===== src/rtl/stopwatch_pkg.sv =====
// ---------------------------------------------------------------------------
// stopwatch_pkg
//
// Shared definitions for the M:SS stopwatch:
//   state_t      - run-control states (IDLE, RUN, PAUSE)
//   digits_t     - the three BCD digits of the count, minutes in the MSBs
//   *_MAX        - highest legal value of each digit before it rolls to 0
//   bcd_step()   - advances one BCD digit by an incoming carry and reports
//                  the carry out to the next digit
// ---------------------------------------------------------------------------
package stopwatch_pkg;

   typedef enum logic [1:0] {
      ST_IDLE  = 2'd0,
      ST_RUN   = 2'd1,
      ST_PAUSE = 2'd2
   } state_t;

   localparam logic [3:0] SEC_ONES_MAX = 4'd9;
   localparam logic [3:0] SEC_TENS_MAX = 4'd5;
   localparam logic [3:0] MIN_ONES_MAX = 4'd9;

   typedef struct packed {
      logic [3:0] min_ones;
      logic [3:0] sec_tens;
      logic [3:0] sec_ones;
   } digits_t;

   // Returns {carry_out, next_digit}. The >= comparison folds any
   // out-of-range value back to 0 so a digit can never stick above its limit.
   function automatic logic [4:0] bcd_step(input logic [3:0] digit,
                                           input logic [3:0] max_val,
                                           input logic       carry_in);
      logic [4:0] result;
      if (!carry_in) begin
         result = {1'b0, digit};
      end else if (digit >= max_val) begin
         result = {1'b1, 4'd0};
      end else begin
         result = {1'b0, digit + 4'd1};
      end
      return result;
   endfunction

endpackage


===== src/rtl/stopwatch_counter_if.sv =====
// ---------------------------------------------------------------------------
// stopwatch_counter_if
//
// Bundles the stopwatch command pulses and display outputs.
//   start_stop, clear, lap          - single-cycle command pulses (to stopwatch)
//   sec_ones, sec_tens, min_ones    - displayed BCD digits (from stopwatch)
//   running, wrap, lap_active       - status flags (from stopwatch)
// Modports:
//   master - the command source / display consumer
//   slave  - the stopwatch itself
// ---------------------------------------------------------------------------
interface stopwatch_counter_if;

   logic       start_stop;
   logic       clear;
   logic       lap;
   logic [3:0] sec_ones;
   logic [3:0] sec_tens;
   logic [3:0] min_ones;
   logic       running;
   logic       wrap;
   logic       lap_active;

   modport master (
      output start_stop, clear, lap,
      input  sec_ones, sec_tens, min_ones, running, wrap, lap_active
   );

   modport slave (
      input  start_stop, clear, lap,
      output sec_ones, sec_tens, min_ones, running, wrap, lap_active
   );

endinterface


===== src/rtl/stopwatch_counter_tick_divider.sv =====
// ---------------------------------------------------------------------------
// tick_divider
//
// Divides CLOCK_50 down to a one-cycle tick every TICK_DIV enabled cycles.
// The count only advances while en is high and simply holds otherwise, so a
// partially elapsed period survives a pause.
// Ports:
//   CLOCK_50 - system clock, rising edge
//   resetn   - asynchronous active-low reset, zeroes the count
//   en       - advance the count this cycle
//   clr      - synchronous zero of the count (wins over en)
//   tick     - high in the enabled cycle where the count is TICK_DIV-1
// Parameter:
//   TICK_DIV - cycles per tick, at least 2
// ---------------------------------------------------------------------------
module tick_divider #(
   parameter int TICK_DIV = 50000000
) (
   input  logic CLOCK_50,
   input  logic resetn,
   input  logic en,
   input  logic clr,
   output logic tick
);

   localparam int CNT_W = (TICK_DIV > 1) ? $clog2(TICK_DIV) : 1;
   localparam logic [CNT_W-1:0] CNT_LAST = CNT_W'(TICK_DIV - 1);

   logic [CNT_W-1:0] cnt_q;
   logic [CNT_W-1:0] cnt_d;

   // The tick cycle itself reloads 0 so the period is exactly TICK_DIV cycles.
   always_comb begin
      tick  = en && (cnt_q == CNT_LAST);
      cnt_d = cnt_q;
      if (clr) begin
         cnt_d = '0;
      end else if (tick) begin
         cnt_d = '0;
      end else if (en) begin
         cnt_d = cnt_q + CNT_W'(1);
      end
   end

   always_ff @(posedge CLOCK_50 or negedge resetn) begin
      if (!resetn) begin
         cnt_q <= '0;
      end else begin
         cnt_q <= cnt_d;
      end
   end

endmodule


===== src/rtl/stopwatch_counter.sv =====
// ---------------------------------------------------------------------------
// stopwatch_counter
//
// Run-controlled three-digit BCD stopwatch (M:SS, 0:00 to 9:59). A divider
// turns CLOCK_50 into a one-second tick while running; each tick advances a
// seconds/minutes BCD cascade that wraps 9:59 -> 0:00 with a one-cycle wrap
// pulse.
// Ports:
//   CLOCK_50 - system clock, rising edge
//   resetn   - asynchronous active-low reset
//   sw       - stopwatch_counter_if.slave: start_stop/clear/lap command pulses
//              in; sec_ones/sec_tens/min_ones digits and running/wrap/
//              lap_active flags out
// Parameter:
//   TICK_DIV - CLOCK_50 cycles per count tick, at least 2
// Build option:
//   STOPWATCH_LAP_EN - when defined, lap toggles a display freeze that holds
//                      a snapshot while the live count keeps going. When not
//                      defined, lap is ignored and lap_active is 0.
// ---------------------------------------------------------------------------
module stopwatch_counter
   import stopwatch_pkg::*;
#(
   parameter int TICK_DIV = 50000000
) (
   input  logic                CLOCK_50,
   input  logic                resetn,
   stopwatch_counter_if.slave  sw
);

   state_t  state_q;
   state_t  state_d;
   digits_t count_q;
   digits_t count_d;
   logic    wrap_q;
   logic    wrap_d;
   logic    div_en;
   logic    tick;
   logic    running;
   digits_t disp;
   logic    lap_flag;

   // The divider only runs in RUN and is zeroed by clear so a fresh start
   // always waits a full period before the first increment.
   assign div_en = (state_q == ST_RUN);

   tick_divider #(
      .TICK_DIV (TICK_DIV)
   ) u_tick_divider (
      .CLOCK_50 (CLOCK_50),
      .resetn   (resetn),
      .en       (div_en),
      .clr      (sw.clear),
      .tick     (tick)
   );

   // State register.
   always_ff @(posedge CLOCK_50 or negedge resetn) begin
      if (!resetn) begin
         state_q <= ST_IDLE;
      end else begin
         state_q <= state_d;
      end
   end

   // Next-state logic: clear beats everything, start_stop toggles run/pause.
   always_comb begin
      state_d = state_q;
      if (sw.clear) begin
         state_d = ST_IDLE;
      end else if (sw.start_stop) begin
         case (state_q)
            ST_IDLE:  state_d = ST_RUN;
            ST_RUN:   state_d = ST_PAUSE;
            ST_PAUSE: state_d = ST_RUN;
            default:  state_d = ST_IDLE;
         endcase
      end
   end

   // FSM outputs.
   always_comb begin
      running = (state_q == ST_RUN);
   end

   // BCD cascade. A tick in the same cycle as start_stop still counts since
   // the tick is qualified only by the current state; clear wins over a tick.
   always_comb begin
      logic [4:0] ones_step;
      logic [4:0] tens_step;
      logic [4:0] mins_step;
      ones_step = 5'd0;
      tens_step = 5'd0;
      mins_step = 5'd0;
      count_d   = count_q;
      wrap_d    = 1'b0;
      if (sw.clear) begin
         count_d = '0;
      end else if (tick) begin
         ones_step        = bcd_step(count_q.sec_ones, SEC_ONES_MAX, 1'b1);
         tens_step        = bcd_step(count_q.sec_tens, SEC_TENS_MAX, ones_step[4]);
         mins_step        = bcd_step(count_q.min_ones, MIN_ONES_MAX, tens_step[4]);
         count_d.sec_ones = ones_step[3:0];
         count_d.sec_tens = tens_step[3:0];
         count_d.min_ones = mins_step[3:0];
         wrap_d           = mins_step[4];
      end
   end

   // Live count and wrap pulse; wrap lines up with the first 0:00 cycle.
   always_ff @(posedge CLOCK_50 or negedge resetn) begin
      if (!resetn) begin
         count_q <= '0;
         wrap_q  <= 1'b0;
      end else begin
         count_q <= count_d;
         wrap_q  <= wrap_d;
      end
   end

`ifdef STOPWATCH_LAP_EN

   logic    lap_active_q;
   logic    lap_active_d;
   digits_t snap_q;
   digits_t snap_d;

   // Lap toggles the freeze outside IDLE. The snapshot captures what is on
   // the display in the lap cycle (the pre-tick value), and pausing leaves
   // the freeze alone; only clear or a second lap releases it.
   always_comb begin
      lap_active_d = lap_active_q;
      snap_d       = snap_q;
      if (sw.clear) begin
         lap_active_d = 1'b0;
      end else if (sw.lap && (state_q != ST_IDLE)) begin
         lap_active_d = !lap_active_q;
         if (!lap_active_q) begin
            snap_d = count_q;
         end
      end
   end

   always_ff @(posedge CLOCK_50 or negedge resetn) begin
      if (!resetn) begin
         lap_active_q <= 1'b0;
         snap_q       <= '0;
      end else begin
         lap_active_q <= lap_active_d;
         snap_q       <= snap_d;
      end
   end

   assign disp     = lap_active_q ? snap_q : count_q;
   assign lap_flag = lap_active_q;

`else

   logic unused_lap;

   assign unused_lap = sw.lap;
   assign disp       = count_q;
   assign lap_flag   = 1'b0;

`endif

   assign sw.sec_ones   = disp.sec_ones;
   assign sw.sec_tens   = disp.sec_tens;
   assign sw.min_ones   = disp.min_ones;
   assign sw.running    = running;
   assign sw.wrap       = wrap_q;
   assign sw.lap_active = lap_flag;

endmodule


===== src/flat_wrapper.sv =====
// flat-port wrapper written by rule: the top's interface ports become plain ports
module stopwatch_counter_flat import stopwatch_pkg::*;
#(
   parameter int TICK_DIV = 50000000
)
  (CLOCK_50, resetn, sw_start_stop, sw_clear, sw_lap, sw_sec_ones, sw_sec_tens, sw_min_ones, sw_running, sw_wrap, sw_lap_active);
  stopwatch_counter_if sw_i ();
  input  logic CLOCK_50;
  input  logic resetn;
  input wire logic [$bits(sw_i.start_stop)-1:0] sw_start_stop;
  input wire logic [$bits(sw_i.clear)-1:0] sw_clear;
  input wire logic [$bits(sw_i.lap)-1:0] sw_lap;
  output wire logic [$bits(sw_i.sec_ones)-1:0] sw_sec_ones;
  output wire logic [$bits(sw_i.sec_tens)-1:0] sw_sec_tens;
  output wire logic [$bits(sw_i.min_ones)-1:0] sw_min_ones;
  output wire logic [$bits(sw_i.running)-1:0] sw_running;
  output wire logic [$bits(sw_i.wrap)-1:0] sw_wrap;
  output wire logic [$bits(sw_i.lap_active)-1:0] sw_lap_active;
  assign sw_i.start_stop = sw_start_stop;
  assign sw_i.clear = sw_clear;
  assign sw_i.lap = sw_lap;
  assign sw_sec_ones = sw_i.sec_ones;
  assign sw_sec_tens = sw_i.sec_tens;
  assign sw_min_ones = sw_i.min_ones;
  assign sw_running = sw_i.running;
  assign sw_wrap = sw_i.wrap;
  assign sw_lap_active = sw_i.lap_active;
  stopwatch_counter #(.TICK_DIV(TICK_DIV)) u_core (.CLOCK_50(CLOCK_50), .resetn(resetn), .sw(sw_i));
endmodule

===== config.mk =====
export PLATFORM = sky130hd
export DESIGN_NAME = stopwatch_counter_flat
export DESIGN_NICKNAME = d
export VERILOG_FILES = /design/src/rtl/stopwatch_pkg.sv /design/src/rtl/stopwatch_counter_if.sv /design/src/rtl/stopwatch_counter_tick_divider.sv /design/src/rtl/stopwatch_counter.sv /design/src/flat_wrapper.sv
export SDC_FILE = /design/constraint.sdc
export NUM_CORES = 1
export LEC_CHECK = 0
export CAP_MARGIN = 20
export CELL_PAD_IN_SITES_DETAIL_PLACEMENT = 0
export CELL_PAD_IN_SITES_GLOBAL_PLACEMENT = 1
export CORE_MARGIN = 2
export CORE_UTILIZATION = 48
export CTS_BUF_LIST = sky130_fd_sc_hd__clkbuf_16
export DETAILED_ROUTE_END_ITERATION = 12
export PLACE_DENSITY = 0.93
export SLEW_MARGIN = 30
export SYNTH_ARGS = -nofsm -noshare
export SYNTH_HDL_FRONTEND = slang
export SYNTH_HIERARCHICAL = 1
export SYNTH_SLANG_ARGS = --single-unit

===== constraint.sdc =====
create_clock -name CLOCK_50 -period 4.4 [get_ports CLOCK_50]
set_clock_uncertainty 0.05 [all_clocks]
set_input_delay 0.66 -clock CLOCK_50 [delete_from_list [all_inputs] [get_ports CLOCK_50]]
set_output_delay 0.66 -clock CLOCK_50 [all_outputs]
set_load 0.1 [all_outputs]

# == After elaboration in Yosys (flattened, before gate mapping) ==
# Index checks and enable logic that the tools add are counted.
# classes
muxes,19
reduce_logical,10
n_lt_le_gt_ge,3
n_eq_ne,3
add_sub_neg,4
# ops
operator,count
26-bit 2-to-1 mux,3
5-bit 2-to-1 mux,9
"26-bit by 1-bit adder with 26-bit output, second input constant",1
"26-bit equality test, second input constant",1
12-bit 2-to-1 mux,2
"4-bit by 1-bit adder with 4-bit output, second input constant",3
"4-bit greater-or-equal comparator, second input constant",2
2-bit nonzero test,4
"4-bit by 3-bit greater-or-equal comparator with 1-bit output, second input constant",1
2-bit 2-to-1 mux,2
2-bit case mux with 2 select lines,1
2-bit AND reduction,2
3-bit nonzero test,1
"2-bit by 1-bit equality test with 1-bit output, second input constant",1
"2-bit equality test, second input constant",1
2-bit logical NOT,1
1-bit 2-to-1 mux,2
2-bit OR reduction,1
1-bit logical AND,1
# word_totals
inputBits,5
regBits,41
wordCells,45
out_inout_bits,15

# == Depth between registers and ports, before layout ==
# Gate-level depths: netlist of the first run.
# depth
ltp_word,10
ltp_mapped,9
ltp_nobuf,7

# == Cells and area by module ==
# The synthesis of the first run kept the hierarchy.
# by_module_without_submodules
module,cells_per_inst,n_inst,area_per_inst_um2,seq_area_each_um2
tick_divider,152,1,1445.1,650.6
stopwatch_counter,91,1,878.3,375.4

# == Worst setup path after synthesis of the first run ==
# No wires, ideal clock.
# synth_timing
kind,register to register
start,register u_core.state_q[1]
end,register u_core.count_q (netlist bit u_core/sw.sec_tens[2])
path_stages_with_launch,10
setup_time_ns,0.078
slack_ns,0.530
arrival_ns,3.742
required_time_ns,4.272
cell_sequence,dfrtp_1 > nor2b_1 > buf_2 > and3_1 > nand4_1 > nor2_1 > nand3_2 > buf_6 > or4b_1 > a21oi_1
# synth_between
elab_chain_cells,4
# synth_rtl
item,line,rtl
"start, declared",stopwatch_counter.sv:31,state_t state_q;
"start signal, assigned",stopwatch_counter.sv:62,state_q <= state_d;
2-bit by 1-bit equality test with 1-bit output,--,
named net sw_running,flat_wrapper.sv:16,output wire logic [$bits(sw_i.running)-1:0] sw_running;
1-bit logical AND,stopwatch_counter_tick_divider.sv:34,tick = en && (cnt_q == CNT_LAST);
named net u_core.tick,stopwatch_counter.sv:38,logic tick;
2-bit nonzero test (no line),--,
2-bit AND reduction (no line),--,
"end signal, assigned",stopwatch_counter.sv:116,count_q <= count_d;
"end, declared",stopwatch_counter.sv:33,digits_t count_q;
# The timed path passes the listed nets, and every way through them passes these cells.
# A chain may end at the register's enable or synchronous reset.

# == Final worst setup path of the first run ==
# layout_timing
start,register u_core.u_tick_divider.cnt_q[3]
end,register u_core.count_q (netlist bit u_core/sw.min_ones[3])
# layout_between
elab_chain_cells,4
# layout_rtl
item,line,rtl
"start, declared",stopwatch_counter_tick_divider.sv:29,logic [CNT_W-1:0] cnt_q;
"start signal, assigned",stopwatch_counter_tick_divider.sv:49,cnt_q <= cnt_d;
26-bit equality test,stopwatch_counter_tick_divider.sv:34,
1-bit logical AND,stopwatch_counter_tick_divider.sv:34,
named net u_core.tick,stopwatch_counter.sv:38,
2-bit nonzero test (no line),--,
2-bit AND reduction (no line),--,
# The timed path passes the listed nets, and every way through them passes these cells.

==> summary.md, run 1 <==
| Metric | Value |
|---|---|
| Leakage power total | `approximately 1.1 nW` |
| Die height | `between 70 and 80 µm` |
| # setup viols final | `0` |
| Syn_area_per_cell | `about 9.6 µm²` |
| Vias in the first global route | `between 1500 and 2000` |
| Root Driver | `clkbuf_16` |
| Slew headroom | `0.345` |
| Multiplexer share of the synthesized area | `0.00431` |
| R2R Setup Slk | `roughly 1.6 ns` |
| # resized after CTS | `0` |
| Worst Hold Class | `in -> async` |
| Syn Inst Count | `243` |
| Synthesized area | `2320 µm²` |
| Post-Route WL | `roughly 4.6 mm` |
| Syn nets | `around 260` |
| Initial core utilization | `0.495` |
| GP Congestion | `slightly below 0.8` |
| Max-slew violation count | `0` |
| Clock buffer depth | `2` |
| Post-synthesis sequential area ratio | `0.442` |
| Crit path launch type | `flop` |
| Period utilization | `0.646` |
| Worst Tran Pin Value | `approximately 1 ns` |
| Crit Path Class | `reg -> reg` |
| Die Wd | `around 74 µm` |
| Area added between synthesis and finish | `14.6%` |
| RR Endpoint | `u_core/sw.min_ones[3]$_DFFE_PN0P_` |
| Postcts setup bufs | `0` |
| DPL Wire Length | `a little over 3 mm` |
| R2R depth | `6` |
| Post-route ant nets | `0` |
| Fill cell count | `about 420` |
| Rows | `25` |
| Overflow after GRT | `0` |
| Total die area | `~5400 µm²` |
| Via count | `1880` |
| Drt first pass iters | `4` |
| Nets@finish | `~270` |
| CTS tree | `done` |
| IO Count | `20` |
| Reg clk slew, reported paths | `~0.060 ns` |
| Initial antenna violation count | `0` |
| Critical Path AT | `about 3 ns` |
| Yosys cell types | `43` |
| Synthesis warning total | `6` |
| Req. time, crit path | `between 4 and 5 ns` |
| Avg WL per Cell | `between 10 and 15 µm` |
| Main flop type after synthesis | `dfrtp_1` |
| # DRC | `0` |
| Largest net degree at the start of global routing | `42` |
| Clk_lat worst skew | `0.28 ns` |
| Vias/cell | `6.05` |
| Final TNS setup | `0 ns` |
| CP Capture Type | `flop` |
| Drt first-iter violations | `roughly 130` |
| Post-synthesis xor/xnor area fraction | `0.0490` |
| Setup crit start | `u_core/u_tick_divider/cnt_q[3]$_DFFE_PN0P_` |
| Synth Area in Compound Gates | `0.139` |
| CP max FO | `11` |
| Fmax | `352 MHz` |
| Worst setup margin | `approximately 1.6 ns` |
| Minimum clock period | `2.84 ns` |
| Flops & latches, synth | `between 40 and 50` |
| Tot GR Track Use | `0.183` |
| Area share of fa/ha/maj cells after synthesis | `0.0539` |
| Finished Core Util | `0.567` |
| Num CTS Buffers | `5` |
| Layout cells sized above 1 | `0.0661` |
| CTS sink cnt | `41` |
| P per Cell Area | `roughly 310 nW/µm²` |
| First-pass GRT wire length | `7.75 mm` |
| Htree depth | `2` |
| Core Box Area | `between 4000 and 5000 µm²` |
| Max cap viols | `0` |
| Status | `completed` |
| Post-synth ARST share | `1.00` |
| N_diodes | `0` |
| Final hold viol count | `0` |
| Hold_buf cts | `0` |
| Worst setup path endpoint | `u_core/sw.min_ones[3]$_DFFE_PN0P_` |
| Post-place setup slack | `about 1.6 ns` |
| Main combinational cell family by area after synthesis | `simple AND/OR/NAND/NOR gates` |
| Peak supply drop | `slightly above 0.2 mV` |
| EDFF count, synth | `0` |
| Port bufs | `17` |
| RSZ-0062 raised after global routing | `no` |
| Post-synthesis simple-gate area fraction | `0.267` |
| Reg-to-Reg Start | `u_core/u_tick_divider/cnt_q[3]$_DFFE_PN0P_` |
metal layers:
metal,global-route usage,part of all wire,wire length [µm],up-vias
met5,0,0,0,-
met1,0.257,0.49,2230,923
met2,0.282,0.47,2140,28
met4,0.0566,0.012,54,0
li1,-,-,-,923
met3,0.0412,0.030,135,6
cell type report:
class                           count  area (µm²)  share of cell area
Sequential cell                    41        1030               0.385
Clock inverter                      2        35.0              0.0132
Tap cell                           54        67.6              0.0254
Clock buffer                        5         125              0.0470
Timing Repair Buffer               19         183              0.0686
Inverter                            8        30.0              0.0113
Multi-Input combinational cell    182        1200               0.449
Yosys cell counts (2+ instances only):
cell       n  share of area
nor2b_1    3         0.0081
inv_1      8          0.013
clkbuf_1   2         0.0032
xor2_1    10          0.038
buf_4      3         0.0097
nor2_1    14          0.023
and4_1     4          0.015
nand2b_1   6          0.016
ha_1      10          0.054
nor4_1     3         0.0081
nand3_1   15          0.032
xnor2_1    3          0.011
or3_1      8          0.022
buf_2      5          0.011
or4_1      5          0.016
dfrtp_1   41           0.44
a21oi_1   25          0.054
nand4_1   16          0.043
and3_1     5          0.013
nand2_1   11          0.018
nor3_1     4         0.0086
o21ai_0   16          0.034
nand4_4    2          0.018
o31ai_1    5          0.016
how the worst min path moves through the flow:
| stage | from | endpoint | slack, ns |
|---|---|---|---|
| floorplan | resetn | u_core/state_q[0]$_DFFE_PN0P_ | 0.31 |
| global placement | u_core/state_q[1]$_DFFE_PN0P_ | u_core/state_q[1]$_DFFE_PN0P_ | 0.46 |
| detailed placement | u_core/state_q[1]$_DFFE_PN0P_ | u_core/state_q[1]$_DFFE_PN0P_ | 0.47 |
| CTS | u_core/state_q[1]$_DFFE_PN0P_ | u_core/state_q[1]$_DFFE_PN0P_ | 0.49 |
| global route | resetn | u_core/u_tick_divider/cnt_q[12]$_DFFE_PN0P_ | 0.35 |
| finish | resetn | u_core/u_tick_divider/cnt_q[12]$_DFFE_PN0P_ | 0.30 |
critical path, cell delays in order (launching register included):
cell	delay, ns
dfrtp_1	0.43
and4_1	0.49
nand4_1	0.30
nor2_1	0.48
nand3_2	0.31
or4_1	0.56
a21oi_1	0.15
registers in the layout, summed over array words and instances, names as in the netlist:
register and count:
u_core/sw.min_ones 4, u_core/sw.sec_tens 4, u_core/sw.sec_ones 4, u_core/sw.wrap 1, u_core/u_tick_divider/cnt_q 26, u_core/state_q 2
metrics by stage:
step	hold WS [ns]	total power, mW	instance area (µm²)	cells
after global routing	0.353	0.858	2660	311
after detailed placement	0.474	0.432	2500	304
after global placement	0.460	0.431	2500	304
after floorplan	0.314	0.415	2320	243
after CTS	0.486	0.836	2660	311
final	0.304	0.828	2660	311
power by group:
group	total (mW)	switching, mW	internal, mW
sequential	0.383	0.00272	0.380
clock	0.404	0.141	0.263
combinational	0.0420	0.0311	0.0109
total	0.828	0.174	0.654
cell families after synthesis:
group | Yosys count
compound gates | 55
xor+xnor | 13
fa+ha+maj | 10
buf+inv | 20
flops | 41
mux | 1
other cells | 1
simple gates | 102
cell usage in the layout (no fill, tap or decap), types with 2 or more instances in the layout:
master,count
nor2_1,14
o31ai_1,5
clkdlybuf4s50_1,16
or4_1,5
xnor2_1,3
nor3_1,4
dfrtp_1,41
nor2b_1,3
xor2_1,10
nand4_1,16
nand4_4,2
and4_1,4
a21oi_1,25
clkbuf_16,5
inv_1,8
nand2b_1,6
nand2_1,11
o21ai_0,16
ha_1,10
nor4_1,3
nand3_1,15
and3_1,5
buf_4,3
or3_1,8
Note: power is estimated with default switching activity, not from simulation.
==> run 2, diff against run 1 <==
- CORE_UTILIZATION: 48 -> 40
- PLACE_DENSITY: 0.93 -> 0.84
- clock period: 4.4 -> 2.6 ns (I/O delays scaled with it)
==> run 2 against run 1 <==
Via count shrank 0.69%. Cell count grew 8.0%. Power grew 56%. Clock power grew 41%. Count of clock-buffer cells in the layout is the same. First-iteration DRC count shrank 18%.
==> summary.md, run 2 (same netlist as run 1, synthesis figures left out) <==
| Metric | Value |
|---|---|
| Leakage power total | `1.14 nW` |
| Crit path max-delay cell type | `or4b_1` |
| Drt first-iter violations | `between 100 and 150` |
| Power Internal | `between 1 and 1.5 mW` |
| DPL Wire Length | `between 3 and 4 mm` |
| Critical Path AT | `between 2 and 3 ns` |
| Final hold viol count | `0` |
| Via count | `about 1900` |
| Reg clk slew, reported paths | `0.06 ns` |
| R2R depth | `7` |
| RSZ-0062 raised after global routing | `no` |
| P per Cell Area | `around 480 nW/µm²` |
| Clock buffer depth | `2` |
| Reg-to-Reg Start | `u_core/u_tick_divider/cnt_q[0]$_DFFE_PN0P_` |
| Htree depth | `2` |
| GP Congestion | `0.749` |
| Port bufs | `17` |
| Biggest cell delay along the critical path | `roughly 0.49 ns` |
| Vias/cell | `~5.6` |
| Fmax | `about 420 MHz` |
| RR Endpoint | `u_core/sw.sec_tens[2]$_DFFE_PN0P_` |
| Total die area | `6430 µm²` |
| Commonest non-fill, non-tap cell in the layout | `dfrtp_1` |
| Hold_buf cts | `0` |
| Num CTS Buffers | `5` |
| Slew headroom | `0.589` |
| Sw Pwr | `284 µW` |
| Post-route ant nets | `0` |
| Overflow after GRT | `0` |
| R2R Setup Slk | `between 0.2 and 0.25 ns` |
| # resized after CTS | `0` |
| Status | `completed` |
| Post-Route WL | `just under 5 mm` |
| Worst-path cell chain | `ha_1 > and3_4 > nand4_1 > nor2_4 > nand3_2 > or4b_1 > a21oi_1` |
| Largest net degree at the start of global routing | `42` |
| Clk_lat worst skew | `~0.28 ns` |
| Vias in the first global route | `1771` |
| Nets@finish | `279` |
| Sequential share of power | `0.502` |
| Max-slew violation count | `0` |
| FF/Latch Area | `1030 µm²` |
| Peak supply drop | `roughly 0.28 mV` |
| Req. time, crit path | `around 2.8 ns` |
| CTS tree | `done` |
| Die height | `80.2 µm` |
| CTS sink cnt | `41` |
| Core Box Area | `5570 µm²` |
| Period utilization | `0.908` |
| Drt first pass iters | `4` |
| Worst Tran Pin Value | `0.617 ns` |
| Largest Register | `u_core/u_tick_divider/cnt_q` |
| Clock share of power | `0.440` |
| Fill cell count | `about 540` |
| Postcts setup bufs | `0` |
| Root Driver | `clkbuf_16` |
| Max reg flops | `26` |
| Minimum clock period | `between 2 and 2.5 ns` |
| # setup viols final | `0` |
| Tot GR Track Use | `0.167` |
| Finished Core Util | `0.484` |
| Most frequent cells in the layout | `dfrtp_1 (41), a21oi_1 (25), buf_4 (24), nand4_1 (16), o21ai_0 (16)` |
| Crit path launch type | `flop` |
| Rows | `27` |
| Non-filler instance count after layout | `roughly 340` |
| # DRC | `0` |
| Initial antenna violation count | `0` |
| Sw frac | `0.220` |
| Avg WL per Cell | `roughly 15 µm` |
| Placed insts | `approximately 330` |
| Area of the multi-input gates | `between 1000 and 1500 µm²` |
| Worst Hold Class | `in -> async` |
| Crit Path Class | `reg -> reg` |
| IO Count | `20` |
| First-pass GRT wire length | `8.38 mm` |
| Max cap viols | `0` |
| CP Capture Type | `flop` |
| CP max FO | `8` |
| Area added between synthesis and finish | `16.0%` |
| Final TNS setup | `0 ns` |
| Die Wd | `80.2 µm` |
| Combinational share of power | `0.058` |
| Layout cells sized above 1 | `0.148` |
| Initial core utilization | `0.417` |
| N_diodes | `0` |
-- run 2: cell types whose count changed in the layout (fill, tap and decap cells not counted), sizes merged --
| cell | before | now |
|---|---|---|
| clkdlybuf4s50 | 16 | 2 |
| bufinv | 1 | 0 |
| inv | 8 | 9 |
| buf | 3 | 24 |
-- run 2: power groups by stage --
stage	Sequential, mW	Clock (mW)	Combinational [mW]
finish	0.648	0.569	0.0746
global route	0.649	0.619	0.0832
CTS	0.648	0.589	0.0761
detailed placement	0.659	0	0.0760
global placement	0.659	0	0.0755
floorplan	0.659	0	0.0488
-- run 2: worst max path at each step --
stage / from / cells after the start / endpoint / slack [ns]
floorplan: u_core/state_q[1]$_DFFE_PN0P_ / 9 / u_core/sw.sec_tens[2]$_DFFE_PN0P_ / -0.12
global placement: u_core/u_tick_divider/cnt_q[0]$_DFFE_PN0P_ / 7 / u_core/sw.sec_tens[2]$_DFFE_PN0P_ / 0.33
detailed placement: u_core/u_tick_divider/cnt_q[0]$_DFFE_PN0P_ / 7 / u_core/sw.sec_tens[2]$_DFFE_PN0P_ / 0.28
CTS: u_core/u_tick_divider/cnt_q[0]$_DFFE_PN0P_ / 7 / u_core/sw.sec_tens[2]$_DFFE_PN0P_ / 0.25
global route: u_core/u_tick_divider/cnt_q[0]$_DFFE_PN0P_ / 7 / u_core/sw.sec_tens[2]$_DFFE_PN0P_ / 0.06
finish: u_core/u_tick_divider/cnt_q[0]$_DFFE_PN0P_ / 7 / u_core/sw.sec_tens[2]$_DFFE_PN0P_ / 0.24
-- run 2: metrics by stage --
stage          total power [mW]  worst slack [ns]  hold slack, ns  area (µm²)
2_1_floorplan             0.708            -0.117          0.0444        2350
3_3_place_gp              0.735             0.334           0.488        2560
3_5_place_dp              0.735             0.281           0.494        2560
4_1_cts                    1.31             0.248           0.253        2690
5_1_grt                    1.35            0.0574          0.0983        2700
6_report                   1.29             0.239          0.0452        2700
-- run 2: layout make-up --
type                            count  share of cell area
Multi-Input combinational cell    182               0.451
Sequential cell                    41               0.381
Inverter                            8              0.0111
Clock buffer                        5              0.0464
Tap cell                           72              0.0334
Clock inverter                      2             0.00279
Timing Repair Buffer               26              0.0743
-- run 2: layer usage --
| layer | GRT usage | vias up | routed length, µm |
|---|---|---|---|
| met2 | 0.273 | 29 | 2360 |
| met5 | 0 | - | 0 |
| met3 | 0.0371 | 2 | 162 |
| met1 | 0.226 | 906 | 2380 |
| met4 | 0.0407 | 0 | 14 |
| li1 | - | 930 | - |
-- run 2: critical path: cells and delay by family, from the launching register on --
family | cells | cell delay, ns
AO/OA/AOI/OAI | 1 | 0.14
adder cells (fa/ha/maj) | 1 | 0.23
flip-flops | 1 | 0.42
AND/OR/NAND/NOR | 5 | 1.44
